<file path="config.mk">
export PLATFORM = sky130hd
export DESIGN_NAME = de4_qsys_nios2_qsys_mul_issue_wb
export DESIGN_NICKNAME = d
export VERILOG_FILES = /design/src/rtl/de4_qsys_nios2_qsys_mul_issue_wb.sv
export SDC_FILE = /design/constraint.sdc
export NUM_CORES = 1
export LEC_CHECK = 0
export BUFFER_PORTS_ARGS = -buffer_cell sky130_fd_sc_hd__buf_2
export CORE_AREA = 2 2 97 99
export CTS_CLUSTER_SIZE = 20
export DETAILED_ROUTE_END_ITERATION = 6
export DIE_AREA = 0 0 99 101
export GPL_ROUTABILITY_DRIVEN = 0
export SLEW_MARGIN = 15
export SYNTH_ARGS = -nofsm -noshare
export SYNTH_HDL_FRONTEND = slang
export SYNTH_SLANG_ARGS = --single-unit
</file>
<file path="constraint.sdc">
create_clock -name clk -period 1.6 [get_ports clk]
set_input_delay 0.16 -clock clk [delete_from_list [all_inputs] [get_ports clk]]
set_output_delay 0.16 -clock clk [all_outputs]
set_load 0.03 [all_outputs]
</file>
<file path="src/rtl/de4_qsys_nios2_qsys_mul_issue_wb.sv">
`default_nettype none
// ============================================================================
// Module      : de4_qsys_nios2_qsys_mul_issue_wb
// Description : Issue/writeback sequencer for the 2-stage registered
//               32x32->64 multiply cell. Accepts MUL/MULXSS/MULXSU/MULXUU
//               requests, drives cell operands, sign controls and stage
//               enables, tracks in-flight ops with their destination tags
//               and returns the low or high product word for writeback.
//               Build option NIOS2_MUL_WB_REG_EN adds a registered
//               writeback stage (one extra edge of latency, 3 ops in flight).
// Revision    : 1.0 - initial release
// ============================================================================
module de4_qsys_nios2_qsys_mul_issue_wb #(
    parameter int TAG_W = 5
) (
    input  logic             clk,
    input  logic             reset_n,
    input  logic             flush,

    input  logic             req_valid,
    output logic             req_ready,
    input  logic [1:0]       req_op,
    input  logic [31:0]      req_src1,
    input  logic [31:0]      req_src2,
    input  logic [TAG_W-1:0] req_tag,

    output logic [31:0]      mc_src1,
    output logic [31:0]      mc_src2,
    output logic             mc_src1_signed,
    output logic             mc_src2_signed,
    output logic             mc_m_en,
    output logic             mc_a_en,
    input  logic [63:0]      mc_result,

    output logic             rsp_valid,
    input  logic             rsp_ready,
    output logic [31:0]      rsp_data,
    output logic [TAG_W-1:0] rsp_tag,

    output logic             busy
);

    // Opcode encoding of req_op
    localparam logic [1:0] c_OP_MUL    = 2'd0;
    localparam logic [1:0] c_OP_MULXSS = 2'd1;
    localparam logic [1:0] c_OP_MULXSU = 2'd2;
    localparam logic [1:0] c_OP_MULXUU = 2'd3;

    // M stage: op currently held in the cell input registers
    logic             r_v_m;
    logic [1:0]       r_op_m;
    logic [TAG_W-1:0] r_tag_m;

    // A stage: op whose product sits in the cell output register
    logic             r_v_a;
    logic [1:0]       r_op_a;
    logic [TAG_W-1:0] r_tag_a;

    logic             w_a_en;
    logic             w_m_en;
    logic             w_accept;
    logic [31:0]      w_sel_word;

    // Operands go straight to the cell; it registers them itself under M_en.
    assign mc_src1 = req_src1;
    assign mc_src2 = req_src2;

    // Sign controls decoded from the incoming opcode every cycle, valid or not.
    // MUL only uses the low word, which does not depend on operand signedness.
    always_comb begin
        mc_src1_signed = 1'b0;
        mc_src2_signed = 1'b0;
        case (req_op)
            c_OP_MUL: begin
                mc_src1_signed = 1'b0;
                mc_src2_signed = 1'b0;
            end
            c_OP_MULXSS: begin
                mc_src1_signed = 1'b1;
                mc_src2_signed = 1'b1;
            end
            c_OP_MULXSU: begin
                mc_src1_signed = 1'b1;
                mc_src2_signed = 1'b0;
            end
            c_OP_MULXUU: begin
                mc_src1_signed = 1'b0;
                mc_src2_signed = 1'b0;
            end
        endcase
    end

    // Word select for the op leaving the cell: MUL takes bits 31:0, the
    // MULX* family takes bits 63:32.
    assign w_sel_word = (r_op_a == c_OP_MUL) ? mc_result[31:0] : mc_result[63:32];

`ifdef NIOS2_MUL_WB_REG_EN
    // W stage: registered writeback word
    logic             r_v_w;
    logic [31:0]      r_data_w;
    logic [TAG_W-1:0] r_tag_w;
    logic             w_w_en;

    // W advances when empty or being drained; A advances when it can move into W.
    assign w_w_en = !r_v_w || rsp_ready;
    assign w_a_en = !r_v_a || w_w_en;

    // Writeback register: captures the selected product word and its tag.
    always_ff @(posedge clk or negedge reset_n) begin
        if (!reset_n) begin
            r_v_w    <= 1'b0;
            r_data_w <= 32'd0;
            r_tag_w  <= '0;
        end else if (flush) begin
            r_v_w    <= 1'b0;
        end else if (w_w_en) begin
            r_v_w    <= r_v_a;
            r_data_w <= w_sel_word;
            r_tag_w  <= r_tag_a;
        end
    end

    assign rsp_valid = r_v_w;
    assign rsp_data  = r_data_w;
    assign rsp_tag   = r_tag_w;
    assign busy      = r_v_m | r_v_a | r_v_w;
`else
    // A advances when empty or when its product is being consumed.
    assign w_a_en    = !r_v_a || rsp_ready;

    assign rsp_valid = r_v_a;
    assign rsp_data  = w_sel_word;
    assign rsp_tag   = r_tag_a;
    assign busy      = r_v_m | r_v_a;
`endif

    // M advances when empty or when A can take its op; a stalled pipeline
    // freezes the cell registers in lockstep through these enables.
    assign w_m_en    = !r_v_m || w_a_en;
    assign req_ready = w_m_en && !flush;
    assign w_accept  = req_valid && req_ready;

    assign mc_m_en   = w_m_en;
    assign mc_a_en   = w_a_en;

    // M stage tracking: load a new op (or a bubble) whenever the cell inputs load.
    always_ff @(posedge clk or negedge reset_n) begin
        if (!reset_n) begin
            r_v_m   <= 1'b0;
            r_op_m  <= 2'd0;
            r_tag_m <= '0;
        end else if (flush) begin
            r_v_m   <= 1'b0;
        end else if (w_m_en) begin
            r_v_m   <= w_accept;
            r_op_m  <= req_op;
            r_tag_m <= req_tag;
        end
    end

    // A stage tracking: follows the cell output register enable.
    always_ff @(posedge clk or negedge reset_n) begin
        if (!reset_n) begin
            r_v_a   <= 1'b0;
            r_op_a  <= 2'd0;
            r_tag_a <= '0;
        end else if (flush) begin
            r_v_a   <= 1'b0;
        end else if (w_a_en) begin
            r_v_a   <= r_v_m;
            r_op_a  <= r_op_m;
            r_tag_a <= r_tag_m;
        end
    end

endmodule
`default_nettype wire

</file>
==> results.toml <==
[logic_synthesis]
avgSynthCellArea_um2 = 10.56
synth_top_cells_by_count = "67 x buf_4, 45 x mux2_2, 16 x dfrtp_1"
ys_seq_area_frac = 0.2634
synth_top_area_cell = "mux2_2"
syn-instance-count = 144
async_flop_share = 1.000
yosysWarnings = 0
synth_flop_cell = "dfrtp_1"
synthDistinctLibCells = 14
synth_edf_count = 0
synth.most_common_cell = "buf_4"
synth_top_cell_area_share = 0.3333
synth_seq_cells = 16
synthTopCellsByArea = "mux2_2 33%, buf_4 33%, dfrtp_1 26%"
synth.cell_area_um2 = 1520
syn_nets = 285

[route]
firstDrtPassIters = 4
wl_met1_mm = 1.654
drc = 0
vias = 1170
top_layer = "met4"
ant_nets = 0
routed_via_density = 3.714
wl_mm = 4.128
wl_per_cell_um = 13.10
wl_met3_um = 661
drtIter0Drc = 13
wl_met2_mm = 1.791

[worst_setup_path]
rr_endpoint = "r_op_m[1]"
crit_family = "flip-flops"
worstPathArrival_ps = 1530
reg2reg_slack_ps = 160
cpMaxStageDelayCell = "dfrtp_1"
crit_fanout = 22
critPathMaxStageDelay_ps = 400
r2r_cells = 4
crit_type = "flip-flop to output port"
worstPathBufferInverterCount = 2
worstPathRequired_ps = 1440
path_cells = "nor2_4, buf_12, mux2_2, buf_4"
crit-reg2reg-launch = "rsp_valid"
critPathCaptureType = "output port"
crit_path_start_kind = "flip-flop"

[timing]
finalSetupViolations = 32
hold_viol_final = 0
finClkSkew_ps = 4.074
max_freq_mhz = 593.0
slew_headroom = 0.7440
fin_ws_ps = -86.38
tightest_slew_ps = 382.2
period_needed_ps = 1686
rsz0062_at_grt = "yes"
tns_ps = -1585
finalMaxSlewViolations = 0
min_period_over_period = 1.054

[placed_design]
placedCellCount = 308
dpl_cell_area_um2 = 1777
dp_slack_ps = 74.57
portBuffers = 119
hpwl_mm = 3.394

[min_path]
hp-class = "input pin to flip-flop"
hold_end = "r_v_m"
hold_start = "req_valid"
min_path_cells = 3

[global_route]
grt_pass1_wl_mm = 5.720
grt-ovfl-total = 0
antenna_found_initial = 0
grt_max_degree = 23
grt_pass1_vias = 1110
track_usage = 0.07156

[clock_tree]
cts_tree = "built"
clockBufferDepth = 2
cts_num_sinks = 16
numCtsBuffers = 3
clkTransAtPathRegs_ps = 60
cts_max_level = 1
cts_root_buf = "clkbuf_8"
clk_latency_ps = 240

[cells_and_area]
finalNetCount = 346
drive_above_1_share = 0.8725
syn_to_final_growth_pct = 30.62
antennaDiodeCount = 0
post-route-cell-area_um2 = 1986
n_fill_cell = 987
stdcell_count = 315

[floorplanning]
io_pins = 248
initial_utilization = 0.1693
num_rows = 35
die_area_um2 = 9999
die_h_um = 101
core_area_um2 = 8977
die_x_um = 99

[pwr]
powerDensity_nw_per_um2 = 915.7
vdd_ir_drop_max_mv = 0.4818
power_leakage_nw = 0.9729
total_power_w = 0.001818

[job]
maxCapViolCount = 0

[outcome]
outcome = "complete, but fails checks"
violations = "setup timing"
[registers in the layout (all words and copies together), names as in the netlist]
signal	flops
r_op_a	2
r_op_m	2
r_tag_m	5
r_v_m	1
rsp_tag	5
rsp_valid	1
[tightest hold or removal path: stages]
cell     delay, ps
buf_2           80
a21oi_1         30
nor2_1          80
[cell families after synthesis]
| group | share of synthesized area |
|---|---|
| muxes | 0.3407 |
| AOI/OAI and AO/OA | 0.01399 |
| DFF | 0.2634 |
| and+or+nand+nor | 0.02798 |
| buffers and inverters | 0.3457 |
| adders and majority gates | 0.008229 |
[repair_timing]
action                                  CTS  global route
endpoints found under the setup margin   33            33
resized for setup                        42             0
gates cloned                              0             0
setup buffers                             0             2
hold endpoints to repair                 16             0
hold buffers                              1             0
pin swaps                                 0             1
[metrics by stage]
stage | util | hold slack (ps)
global route | 0.2212 | 149.7
finish | 0.2212 | 145.5
detailed placement | 0.1979 | 90.81
CTS | 0.2195 | 142.3
global placement | 0.1979 | 85.46
floorplan | - | -135.6
[placed cells by master (no fill, tap or decap)]
cell type and instances:
or2_2 1, buf_6 19, buf_12 1, a21oi_4 1, nand2_1 1, nor2_4 2
mux2_1 1, ha_1 1, buf_2 97, dlygate4sd3_1 1, buf_4 6, inv_1 3
nor2_1 3, clkbuf_8 4, dfrtp_1 15, mux2_2 45, a21oi_1 1, dfrtp_2 1
nor2b_2 1
[final cells by class]
type | count | area [um^2] | area share
inverter | 3 | 11.26 | 0.005671
multi-input combinational | 57 | 604.3 | 0.3043
tap | 111 | 138.9 | 0.06994
sequential | 16 | 401.6 | 0.2023
clock buffer | 4 | 55.05 | 0.02773
timing repair buffer | 124 | 774.5 | 0.3900
[report_power, final]
group	leakage [nW]	internal, W	switching (W)
clock network	0.0288	0.000218	0.000131
logic	0.756	0.000454	0.000527
registers	0.189	0.000457	0.0000318
total	0.973	0.00113	0.000689
[how the worst max path moves through the flow]
stage,slack (ps),startpoint,depth (start not counted),endpoint
after global placement,140,rsp_valid,3,r_op_m[0]
final,-90,r_op_a[1],4,rsp_data[11]
after floorplan,20,rsp_valid,4,r_op_m[1]
after global routing,-150,r_op_a[1],4,rsp_data[18]
after detailed placement,70,rsp_valid,3,r_op_m[0]
after CTS,-110,r_op_a[1],4,rsp_data[11]
[per-layer routing]
| metal | GRT usage | vias up |
|---|---|---|
| met1 | 0.09710 | 521 |
| met3 | 0.04577 | 4 |
| met4 | 0.02213 | 0 |
| met5 | 0 | - |
| met2 | 0.09096 | 110 |
| li1 | - | 535 |
No activity file was read; power rests on OpenSTA's default activity.
